==> config.mk <==
export PLATFORM = sky130hd
export DESIGN_NAME = volatility_buf_ctrl
export DESIGN_NICKNAME = d
export VERILOG_FILES = /design/src/rtl/volatility_buf_ctrl.sv
export SDC_FILE = /design/constraint.sdc
export NUM_CORES = 1
export LEC_CHECK = 0
export BUFFER_PORTS_ARGS = -buffer_cell sky130_fd_sc_hd__buf_2
export CORE_ASPECT_RATIO = 0.7
export CORE_UTILIZATION = 38
export CTS_BUF_LIST = sky130_fd_sc_hd__clkbuf_4 sky130_fd_sc_hd__clkbuf_8 sky130_fd_sc_hd__clkbuf_16
export DETAILED_ROUTE_END_ITERATION = 10
export MAX_ROUTING_LAYER = met4
export SLEW_MARGIN = 20
export SYNTH_ARGS = -nofsm -noshare
export SYNTH_HDL_FRONTEND = slang
export SYNTH_SLANG_ARGS = --single-unit
==> constraint.sdc <==
create_clock -name i_clk -period 5.5 [get_ports i_clk]
set_input_delay 0.825 -clock i_clk [delete_from_list [all_inputs] [get_ports i_clk]]
set_output_delay 0.825 -clock i_clk [all_outputs]
set_load 0.01 [all_outputs]
==> src/rtl/volatility_buf_ctrl.sv <==
// rtl/volatility_buf_ctrl.sv - per-stock circular-buffer address controller with oldest->newest read sweep
// Optional VOL_BUF_CLEAR_EN adds a per-stock clear port (i_clear / i_clear_stock_id).
module volatility_buf_ctrl #(
    parameter int NUM_STOCKS  = 4,
    parameter int BUFFER_SIZE = 20,
    parameter int DATA_WIDTH  = 32,
    localparam int SID_W  = (NUM_STOCKS > 1) ? $clog2(NUM_STOCKS) : 1,
    localparam int ADDR_W = $clog2(NUM_STOCKS * BUFFER_SIZE),
    localparam int CNT_W  = $clog2(BUFFER_SIZE + 1)
) (
    input  logic                  i_clk,
    input  logic                  i_reset,
    input  logic [DATA_WIDTH-1:0] i_window_len,
`ifdef VOL_BUF_CLEAR_EN
    input  logic                  i_clear,
    input  logic [SID_W-1:0]      i_clear_stock_id,
`endif
    input  logic                  i_wr_valid,
    input  logic [SID_W-1:0]      i_wr_stock_id,
    output logic                  o_wr_ready,
    output logic [ADDR_W-1:0]     o_wr_addr,
    output logic                  o_wr_addr_vld,
    output logic [CNT_W-1:0]      o_fill,
    output logic                  o_window_full,
    input  logic                  i_rd_req,
    input  logic [SID_W-1:0]      i_rd_stock_id,
    input  logic                  i_rd_ready,
    output logic [ADDR_W-1:0]     o_rd_addr,
    output logic                  o_rd_addr_vld,
    output logic                  o_rd_last,
    output logic                  o_rd_done,
    output logic                  o_busy
);

    typedef enum logic [1:0] {S_IDLE, S_LOAD, S_SWEEP, S_DONE} state_t;

    function automatic logic [2**SID_W-1:0] mk_sid_ok();
        logic [2**SID_W-1:0] ok;
        for (int i = 0; i < 2**SID_W; i++) ok[i] = (i < NUM_STOCKS);
        return ok;
    endfunction

    localparam logic [2**SID_W-1:0] SID_OK = mk_sid_ok();

    function automatic logic [ADDR_W-1:0] base_of(input logic [SID_W-1:0] sid);
        return ADDR_W'(int'(sid) * BUFFER_SIZE);
    endfunction

    state_t           state;
    logic [CNT_W-1:0] wr_ptr [NUM_STOCKS];
    logic [CNT_W-1:0] fill   [NUM_STOCKS];
    logic [CNT_W-1:0] win_len;
    logic [CNT_W-1:0] rd_ptr;
    logic [CNT_W-1:0] rd_cnt;
    logic [SID_W-1:0] rd_sid;

    logic             clr_en;
    logic [SID_W-1:0] clr_sid;
`ifdef VOL_BUF_CLEAR_EN
    assign clr_en  = i_clear && SID_OK[i_clear_stock_id];
    assign clr_sid = i_clear_stock_id;
`else
    assign clr_en  = 1'b0;
    assign clr_sid = '0;
`endif

    logic             wr_ok;
    logic             wr_acc;
    logic             sweep_clr;
    logic [CNT_W-1:0] wr_fill;
    logic [CNT_W-1:0] ld_fill;
    logic [CNT_W-1:0] ld_ptr;
    logic [CNT_W-1:0] rd_nxt;

    assign wr_ok      = SID_OK[i_wr_stock_id];
    assign o_wr_ready = !((state != S_IDLE) && (i_wr_stock_id == rd_sid))
                        && !(clr_en && (clr_sid == i_wr_stock_id));
    assign wr_acc     = i_wr_valid && o_wr_ready && wr_ok;
    assign sweep_clr  = clr_en && (clr_sid == rd_sid) && (state == S_LOAD || state == S_SWEEP);

    always_comb begin
        wr_fill = '0;
        if (wr_ok) wr_fill = fill[i_wr_stock_id];
        ld_fill = fill[rd_sid];
        // Oldest entry sits fill slots behind the write pointer, modulo the window.
        ld_ptr  = wr_ptr[rd_sid] - ld_fill;
        if (wr_ptr[rd_sid] < ld_fill) ld_ptr = ld_ptr + win_len;
        rd_nxt  = (rd_ptr == win_len - CNT_W'(1)) ? '0 : rd_ptr + CNT_W'(1);
    end

    assign o_fill        = wr_fill;
    assign o_window_full = wr_ok && (wr_fill == win_len);

    always_ff @(posedge i_clk) begin
        if (i_reset) begin
            for (int i = 0; i < NUM_STOCKS; i++) begin
                wr_ptr[i] <= '0;
                fill[i]   <= '0;
            end
            if (i_window_len == '0 || i_window_len > DATA_WIDTH'(BUFFER_SIZE))
                win_len <= CNT_W'(BUFFER_SIZE);
            else
                win_len <= CNT_W'(i_window_len);
            state         <= S_IDLE;
            rd_sid        <= '0;
            rd_ptr        <= '0;
            rd_cnt        <= '0;
            o_wr_addr     <= '0;
            o_wr_addr_vld <= 1'b0;
            o_rd_addr     <= '0;
            o_rd_addr_vld <= 1'b0;
            o_rd_last     <= 1'b0;
            o_rd_done     <= 1'b0;
            o_busy        <= 1'b0;
        end else begin
            o_wr_addr_vld <= wr_acc;
            if (wr_acc) begin
                o_wr_addr <= base_of(i_wr_stock_id) + ADDR_W'(wr_ptr[i_wr_stock_id]);
                wr_ptr[i_wr_stock_id] <= (wr_ptr[i_wr_stock_id] == win_len - CNT_W'(1))
                                         ? '0 : wr_ptr[i_wr_stock_id] + CNT_W'(1);
                if (fill[i_wr_stock_id] != win_len)
                    fill[i_wr_stock_id] <= fill[i_wr_stock_id] + CNT_W'(1);
            end
            if (clr_en) begin
                wr_ptr[clr_sid] <= '0;
                fill[clr_sid]   <= '0;
            end

            case (state)
                S_IDLE: begin
                    if (i_rd_req && SID_OK[i_rd_stock_id]) begin
                        rd_sid <= i_rd_stock_id;
                        o_busy <= 1'b1;
                        state  <= S_LOAD;
                    end
                end
                S_LOAD: begin
                    if (sweep_clr || ld_fill == '0) begin
                        o_rd_done <= 1'b1;
                        state     <= S_DONE;
                    end else begin
                        rd_cnt        <= ld_fill;
                        rd_ptr        <= ld_ptr;
                        o_rd_addr     <= base_of(rd_sid) + ADDR_W'(ld_ptr);
                        o_rd_addr_vld <= 1'b1;
                        o_rd_last     <= (ld_fill == CNT_W'(1));
                        state         <= S_SWEEP;
                    end
                end
                S_SWEEP: begin
                    if (sweep_clr || (i_rd_ready && rd_cnt == CNT_W'(1))) begin
                        o_rd_addr_vld <= 1'b0;
                        o_rd_last     <= 1'b0;
                        o_rd_done     <= 1'b1;
                        state         <= S_DONE;
                    end else if (i_rd_ready) begin
                        rd_ptr    <= rd_nxt;
                        rd_cnt    <= rd_cnt - CNT_W'(1);
                        o_rd_addr <= base_of(rd_sid) + ADDR_W'(rd_nxt);
                        o_rd_last <= (rd_cnt == CNT_W'(2));
                    end
                end
                default: begin
                    o_rd_done <= 1'b0;
                    o_busy    <= 1'b0;
                    state     <= S_IDLE;
                end
            endcase
        end
    end

endmodule

==> results.yml, run 1 <==
worst_setup_path:
  r2r_cells: 18
  critPathSlowestCell: "dfxtp_1"
  critPathKind: "register to register"
  rrSetupSlack_ps: 1090
  critPathMaxFanout: 10
  critPathCaptureType: "register"
  cpPeakStageDelay_ps: 700
  worstPathCellList: "mux4_1 > inv_1 > ha_1 > inv_1 > fa_1 > inv_1 > fa_1 > nand2b_1 > a21oi_1 > xor2_1 > a21oi_1 > o21ai_0 > nand2_1 > ha_1 > a21oi_1 > xnor2_1 > mux2i_1 > nor2_1"
  required_ps: 5700
  critPathLaunchType: "register"
  critPathArrivalTime_ps: 4610
  crit-reg2reg-capture: "o_rd_addr[5]"
routing:
  via_count: 3778
  drtIter0Drc: 272
  drt-total-wl_um: 12100
  firstDrtPassIters: 5
  antenna_left: 0
  viasPerCell: 5.51
  drc: 0
  routedWlPerCell_um: 17.7
power_and_ir_drop:
  ir_drop_v: 0.000211
  power_leakage_nw: 2.26
  seq_power_share_pct: 31.5
  p_per_area_nw_per_um2: 449
  intPower_mw: 1.59
  clkPwrFrac_pct: 26.0
  switchingPower_uw: 939
  combPwrFrac_pct: 42.5
  power.share.switching_pct: 37.2
placed_design:
  numPortBuffers: 66
  place_ws_ps: 1070
  dpl.cell_count: 670
  gp_congestion: 0.842
  hpwl_um: 9090
floorplanning:
  die_w_um: 137
  io-pin-count: 67
  rows: 34
  die-area_sq_um: 13300
  core_sq_um: 12500
  die_height_um: 96.8
  initial_core_util_pct: 39.1
hold_path:
  worst_hold_startpoint: "o_rd_addr_vld"
  min_path_cells: 2
  worstHoldPathType: "register to register"
  whs_endpoint: "o_rd_addr_vld"
cts:
  ctsLongestPathBuffers: 2
  post_cts_buffers: 0
  cts_made_buffers: 9
  cts-root-buf: "clkbuf_16"
  htreeDepth: 3
  clock_sink_count: 78
  cts_tree: "built"
  clk_pin_slew_ps: 60
  cts_resized: 0
  holdBufCountCts: 0
  clock_latency_ps: 340
synth:
  syn_area_per_cell_sq_um: 10.5
  synth_most_common_cell: "edfxtp_1"
  synth-edff-count: 45
  synthCells: 464
  yosysTopAreaCell: "edfxtp_1"
  netlist_area_sq_um: 4880
  ys_types: 52
  async_reset_ff_share_pct: 0
  synth_commonest_cells: "45 x edfxtp_1, 40 x nor2_1, 33 x dfxtp_1"
  synth_seq_cells: 78
  synth_area_leaders: "edfxtp_1 28%, dfxtp_1 14%, ha_1 6.7%, mux4_2 6.0%, xnor2_1 4.3%"
  synthesis.nets: 535
  yosysSeqAreaShare_pct: 41.2
  synth_top_area_share_pct: 27.7
  synth_warnings: 0
  ys.flop_type: "edfxtp_1"
grt:
  grt_pass1_vias: 3677
  antenna_found_initial: 0
  track_usage_pct: 20.0
  grt_max_degree: 32
  overflow: 0
  grt_pass1_wl_um: 19700
sta:
  max_freq_ghz: 0.227
  setup_viol: 0
  worst_pin_slew_ps: 1160
  period_minus_slack_ps: 4410
  post-route-period-util_pct: 80.2
  slew_headroom_pct: 22.2
  hold_viol_final: 0
  final_max_slew_viol_count: 0
  clock_skew_ps: 3.20
  rsz0062_at_grt: "false"
  worst_slack_ps: 1090
  fin_tns_setup_ps: 0
cells_and_area:
  layout.cells.non_filler: 686
  area_growth_pct: 15.2
  finish.utilization_pct: 45.1
  finalNetCount: 590
  n_antenna_cell: 0
  drive_gt1_share_pct: 21.8
outcome:
  status: "complete, no violations"
flow_run:
  cap_violations: 0
## area by class of cell
cell class / count / area (sq um)
Fill cell: 1181 / 6840
Multi-Input combinational cell: 333 / 2620
Sequential cell: 78 / 2010
Timing Repair Buffer: 70 / 360
Clock buffer: 10 / 233
Tap cell: 162 / 203
Inverter: 27 / 101
Clock inverter: 6 / 92.6
## through the flow
step | instance area [sq um] | hold slack [ps] | total power, mW
CTS | 5620 | 476 | 2.54
floorplan | 4880 | 467 | 1.65
detailed placement | 5300 | 467 | 1.87
finish | 5620 | 474 | 2.52
global route | 5620 | 499 | 2.71
global placement | 5300 | 464 | 1.85
## critical path, delay by kind of cell, from the launching register on
kind,cells,cell delay [ps]
fa+ha+maj,4,1380
mux,2,770
flops,1,700
compound gates,4,660
simple gates,3,290
xor+xnor,2,270
buf+inv,3,190
## worst max-delay path by stage
| stage | from | end | cells after the start |
|---|---|---|---|
| after global routing | register | o_rd_addr[5] | 18 |
| after floorplan | register | o_rd_addr[5] | 19 |
| after detailed placement | register | o_rd_addr[5] | 18 |
| after CTS | register | o_rd_addr[5] | 18 |
| final | register | o_rd_addr[5] | 18 |
| after global placement | register | o_rd_addr[5] | 18 |
## cell usage in the layout, fill, tap and decap left out, types with 4 or more instances in the layout
master	count
mux2i_1	12
xor2_1	13
or2_2	6
buf_4	4
xnor2_1	24
mux4_2	13
nand2b_1	8
fa_1	4
nor3_1	27
nor3b_1	5
nand4_1	4
o22a_1	4
nor4_1	11
a21oi_1	22
clkbuf_16	9
nand3_1	18
mux4_1	7
nor2_1	40
dfxtp_1	33
buf_2	66
edfxtp_1	45
a21o_1	5
inv_1	27
o21ai_0	20
nand2_1	28
ha_1	26
## cells by family after synthesis
family / Yosys count / share of synthesized area (%)
muxes: 33 / 12.5
buffers and inverters: 53 / 5.08
adders and majority gates: 30 / 8.31
and+or+nand+nor: 157 / 15.7
xor gates and xnor gates: 38 / 6.97
AOI/OAI and AO/OA: 75 / 10.2
DFF: 78 / 41.2
## power by group through the flow
stage          clock (mW)  combinational [mW]  sequential [mW]
3_3_place_gp            0                1.05            0.802
3_5_place_dp            0                1.07            0.806
5_1_grt             0.693                1.21            0.806
6_report            0.657                1.07            0.794
2_1_floorplan           0               0.864            0.789
4_1_cts             0.669                1.08            0.794
## metal layers
layer	part of all wire (%)	wire length, um	track usage, %
met3	4.7	568	3.62
met5	0	0	-
met1	49	5950	28.5
met4	0.51	62	3.97
met2	46	5560	29.6
## state kept, by name, summed over array words and instances (netlist names), named ones only
| signal | flops |
|---|---|
| o_wr_addr_vld | 1 |
| o_rd_addr_vld | 1 |
| rd_cnt | 5 |
| o_rd_addr | 7 |
| o_busy | 1 |
| state | 2 |
| rd_sid | 2 |
| fill | 20 |
| wr_ptr | 20 |
| win_len | 5 |
| o_rd_done | 1 |
| o_wr_addr | 7 |
| o_rd_last | 1 |
| rd_ptr | 3 |
Power figures use the tool's default switching activity.
==> run 2, diff against run 1 <==
Clock period 5.5 ns to 3.7 ns, I/O delays scaled along.
==> run 2 against run 1 <==
  * The run now ends with setup timing left
  * Count of clock-buffer cells in the layout is 1 lower
  * Worst setup slack worse by 1100 ps
  * Clock power is 36% higher
  * Cell area is 5.0% higher
  * Flip-flop and latch count stayed put
  * Combinational power is 79% higher
  * Register-to-register slack worse by 1100 ps
  * Power is 58% higher
  * Final cell count is 3.8% higher
  * Maximum frequency is 18% higher
  * Largest cell class unchanged
  * Largest power group unchanged
  * Highest routed layer unchanged
==> results.yml, run 2 (synthesis results as in run 1) <==
sta:
  worst_slack_ps: -28.8
  setup_viol: 4
  slew_headroom_pct: 32.6
  max_freq_ghz: 0.268
  post-route-period-util_pct: 101
  clock_skew_ps: 7.79
  worst_pin_slew_ps: 1010
  period_minus_slack_ps: 3730
  rsz0062_at_grt: "true"
  hold_viol_final: 0
  final_max_slew_viol_count: 0
power_and_ir_drop:
  seq_power_share_pct: 29.5
  finalPower_mw: 3.98
  intPower_mw: 2.48
  clkPwrFrac_pct: 22.5
  power_leakage_nw: 2.36
  switchingPower_mw: 1.50
  p_per_area_nw_per_um2: 674
  ir_drop_v: 0.000325
  power.share.switching_pct: 37.6
  combPwrFrac_pct: 48.0
cts:
  holdBufCountCts: 0
  cts-root-buf: "clkbuf_16"
  clock_latency_ps: 340
  cts_tree: "built"
  clock_sink_count: 78
  ctsLongestPathBuffers: 2
  cts_made_buffers: 9
  clk_pin_slew_ps: 60
  htreeDepth: 3
grt:
  overflow: 0
  grt_pass1_vias: 3675
  antenna_found_initial: 0
  grt_pass1_wl_um: 19800
  grt_max_degree: 31
  track_usage_pct: 20.3
routing:
  drt-total-wl_um: 12100
  routedWlPerCell_um: 16.9
  firstDrtPassIters: 5
  via_count: 3852
  antenna_left: 0
  drtIter0Drc: 275
  drc: 0
  viasPerCell: 5.41
floorplanning:
  initial_core_util_pct: 39.1
  die_w_um: 137
  die_height_um: 96.8
  die-area_sq_um: 13300
  io-pin-count: 67
  rows: 34
  core_sq_um: 12500
hold_path:
  min_path_cells: 2
  worstHoldPathType: "register to register"
  whs_endpoint: "o_rd_addr[6]"
  worst_hold_startpoint: "o_rd_addr[6]"
outcome:
  violations: "setup timing"
  status: "finished with violations"
cells_and_area:
  finalNetCount: 616
  final_cell_mix: "66 x buf_2, 45 x edfxtp_1, 38 x nor2_1, 32 x dfxtp_1"
  seq_area_sq_um: 2010
  final_common_cell: "buf_2"
  n_antenna_cell: 0
  largestRegisters: "fill (20), wr_ptr (20)"
  multiInputGateArea_sq_um: 2720
  fillerInstances: 1137
  layout.cells.non_filler: 712
  area_growth_pct: 21.0
  drive_gt1_share_pct: 30.9
placed_design:
  gp_congestion: 0.845
  hpwl_um: 9270
  dpl.cell_count: 692
  numPortBuffers: 66
worst_setup_path:
  critPathSlowestCell: "fa_2"
  critPathKind: "register to register"
  rrSetupSlack_ps: -30
  r2r_cells: 16
  worstPathCellList: "mux4_2 > inv_2 > ha_4 > inv_2 > fa_2 > inv_2 > fa_2 > buf_6 > xnor2_1 > mux2_4 > nand2_1 > o21ai_1 > ha_2 > fa_2 > mux2i_1 > nor2_1"
  critPathCaptureType: "register"
  critPathArrivalTime_ps: 4010
  path_delay_family: "adder cells"
  critPathLaunchType: "register"
  critPathMaxFanout: 2
  crit-reg2reg-capture: "o_rd_addr[3]"
  critical_path_buf_inv_count: 4
  required_ps: 3980
  cpPeakStageDelay_ps: 570
  r2r_start: "wr_ptr[1][0]"
flow_run:
  cap_violations: 0
-- run 2: power groups by stage --
stage          combinational, mW  sequential (mW)  clock (mW)
6_report                    1.91             1.17       0.895
3_5_place_dp                1.75             1.19           0
5_1_grt                     2.12             1.19       0.946
2_1_floorplan               1.33             1.17           0
3_3_place_gp                1.68             1.19           0
4_1_cts                     1.87             1.17       0.911
-- run 2: worst max-delay path by stage --
stage	cells past startpoint	slack, ps	from	endpoint
2_1_floorplan	19	-7	register	o_rd_addr[5]
3_3_place_gp	18	-90	register	o_rd_addr[5]
3_5_place_dp	18	-210	register	o_rd_addr[5]
4_1_cts	18	-50	wr_ptr[1][0]	o_rd_addr[5]
5_1_grt	18	-190	wr_ptr[1][0]	o_rd_addr[5]
6_report	16	-30	wr_ptr[1][0]	o_rd_addr[3]
-- run 2: worst reg2reg max path: cells and delay by family, from the launching register on --
family                     cells  cell delay [ps]
buffers and inverters          4              310
AOI/OAI and AO/OA              1               60
adders and majority gates      5             1780
and+or+nand+nor                2              180
DFF                            1              400
muxes                          3              830
xor gates and xnor gates       1              110
-- run 2: repair_timing --
item                       CTS  global route
hold endpoints to repair     0             0
resized for setup           23             7
setup endpoints to repair    4             4
setup buffers                2             2
pin swaps                   18             9
-- run 2: layer usage --
layer	GRT usage, %	vias up	wire length (um)
met3	5.66	14	809
li1	-	1852	-
met2	29.1	124	5400
met1	28.4	1862	5720
met5	-	-	0
met4	4.14	0	128
-- run 2: metrics by stage --
stage	setup slack (ps)	util [%]	TNS, ps	cell area [sq um]	hold slack [ps]
floorplan	-7.28	-	-7.28	4900	467
global placement	-92.0	44.0	-158	5480	467
detailed placement	-209	44.0	-565	5480	464
CTS	-54.9	47.1	-141	5870	477
global route	-192	47.4	-605	5900	491
finish	-28.8	47.4	-95.6	5900	472
-- run 2: cell type report --
class                           count  share of cell area (%)
Clock inverter                      7                    1.23
Timing Repair Buffer               96                    9.60
Tap cell                          162                    3.43
Sequential cell                    78                    34.1
Clock buffer                        9                    3.81
Inverter                           27                    1.72
Multi-Input combinational cell    333                    46.1
==> run 3, diff against run 2 <==
Settings changed: CTS_CLUSTER_DIAMETER set to 150, PLACE_DENSITY set to 0.66.
==> run 3 against run 2 <==
  * The flow still finishes with violations (setup timing)
  * Count of clock-buffer cells in the layout up 1
  * Via count up 5.2%
  * Global-route usage up 1.3 points
  * Register-to-register slack worse by 40 ps
  * Cell area up 3.5%
  * Flip-flop and latch count unchanged
  * Combinational power up 21%
  * Non-clock buffer count up 17
  * Hold slack better by 8.2 ps
  * Clock power up 9.6%
  * Die area unchanged
  * Final cell count up 2.4%
  * Critical path type unchanged
==> results.yml, run 3 (synthesis results as in run 1) <==
cells_and_area:
  area_growth_pct: 25.2
  final_cell_mix: "66 x buf_2, 45 x edfxtp_1, 45 x buf_4, 38 x nor2_1, 32 x dfxtp_1"
  fillerInstances: 1117
  fin_area_sq_um: 6110
  multiInputGateArea_sq_um: 2780
  seq_area_sq_um: 2010
  drive_gt1_share_pct: 34.2
  n_antenna_cell: 0
  finalNetCount: 633
  largestRegisters: "fill (20), wr_ptr (20)"
  final_common_cell: "buf_2"
flow_run:
  cap_violations: 0
routing:
  routedWlPerCell_um: 18.1
  via_count: 4053
  viasPerCell: 5.56
  drtIter0Drc: 472
  firstDrtPassIters: 7
  antenna_left: 0
  drc: 0
  drt-total-wl_um: 13200
sta:
  max_freq_ghz: 0.266
  worst_slack_ps: -66.1
  period_minus_slack_ps: 3770
  setup_viol: 3
  slew_headroom_pct: 33.7
  fin_tns_setup_ps: -133
  rsz0062_at_grt: "true"
  fin_hold_ws_ps: 480
  clock_skew_ps: 5.79
  worst_pin_slew_ps: 994
  final_max_slew_viol_count: 0
  hold_viol_final: 0
  post-route-period-util_pct: 102
grt:
  track_usage_pct: 21.5
  grt_pass1_wl_um: 21000
  overflow: 0
  grt_max_degree: 31
  grt_pass1_vias: 4058
  antenna_found_initial: 0
cts:
  clk_pin_slew_ps: 60
  clock_latency_ps: 350
  cts_tree: "built"
  clock_sink_count: 78
  cts-root-buf: "clkbuf_16"
  htreeDepth: 3
  holdBufCountCts: 0
  ctsLongestPathBuffers: 2
  cts_made_buffers: 9
power_and_ir_drop:
  finalPower_mw: 4.48
  clkPwrFrac_pct: 21.9
  power_leakage_nw: 2.46
  combPwrFrac_pct: 51.8
  intPower_mw: 2.81
  p_per_area_nw_per_um2: 733
  switchingPower_mw: 1.66
  power.share.switching_pct: 37.1
  seq_power_share_pct: 26.3
  ir_drop_v: 0.000428
worst_setup_path:
  critPathLaunchType: "register"
  required_ps: 3920
  critPathMaxFanout: 4
  critPathKind: "register to register"
  critPathCaptureType: "register"
  critPathArrivalTime_ps: 3990
floorplanning:
  rows: 34
  die_height_um: 96.8
  die_w_um: 137
  initial_core_util_pct: 39.1
  io-pin-count: 67
  die-area_sq_um: 13300
  core_sq_um: 12500
hold_path:
  worstHoldPathType: "register to register"
placed_design:
  placed_area_sq_um: 5480
  hpwl_um: 9530
  numPortBuffers: 66
  gp_congestion: 0.816
outcome:
  violations: "setup timing"
  status: "finished with violations"
==> run 3: power by group through the flow <==
| stage | Sequential (mW) | Clock (mW) | Combinational [mW] |
|---|---|---|---|
| floorplan | 1.17 | 0 | 1.33 |
| global placement | 1.18 | 0 | 1.67 |
| detailed placement | 1.19 | 0 | 1.73 |
| CTS | 1.17 | 1.00 | 2.05 |
| global route | 1.19 | 1.03 | 2.56 |
| finish | 1.18 | 0.981 | 2.32 |
==> run 3: critical path, cell delays in order, from the launching register on <==
cell	delay, ps
dfxtp_2	360
buf_6	120
buf_6	100
mux4_2	520
inv_2	90
ha_1	220
nand2b_1	120
a21oi_2	70
xor2_1	230
ha_1	320
nor2_2	170
a21oi_4	50
xor2_2	180
and3_4	170
o21ai_4	150
nand2_2	80
ha_4	280
a21oi_2	50
xnor2_1	120
mux2i_1	160
nor2_1	70
==> run 3: worst paths after layout <==
path	from	end	slack, ps	cells after the start
min	o_rd_addr[6]	o_rd_addr[6]	480	2
max	register	o_rd_addr[5]	-70	20
max reg2reg	register	o_rd_addr[5]	-70	20
min reg2reg	o_rd_addr[6]	o_rd_addr[6]	480	2
==> run 3: per-layer routing <==
| metal | global-route usage (%) | vias to the layer above | wire, um |
|---|---|---|---|
| li1 | - | 1888 | - |
| met1 | 26.9 | 1985 | 5600 |
| met2 | 33.1 | 151 | 6400 |
| met3 | 6.18 | 29 | 967 |
| met4 | 7.44 | 0 | 229 |
| met5 | - | - | 0 |
==> run 3: layout make-up <==
type	count	share of cell area (%)
Inverter	27	1.66
Clock inverter	6	1.52
Clock buffer	10	3.81
Sequential cell	78	33.0
Timing Repair Buffer	113	11.3
Multi-Input combinational cell	333	45.4
Tap cell	162	3.32
==> run 3: per-stage QoR <==
stage | setup WS [ps] | utilization, % | instances
4_1_cts | -68.1 | 48.3 | 725
3_5_place_dp | -247 | 44.0 | 692
3_3_place_gp | -90.3 | 44.0 | 692
6_report | -66.1 | 49.0 | 729
5_1_grt | -276 | 49.0 | 729
2_1_floorplan | -7.28 | - | 464
==> run 3: timing repair <==
item	4_1_cts	5_1_grt
pin swaps	23	24
gates resized for setup	23	17
setup endpoints to repair	4	5
setup buffers	17	4
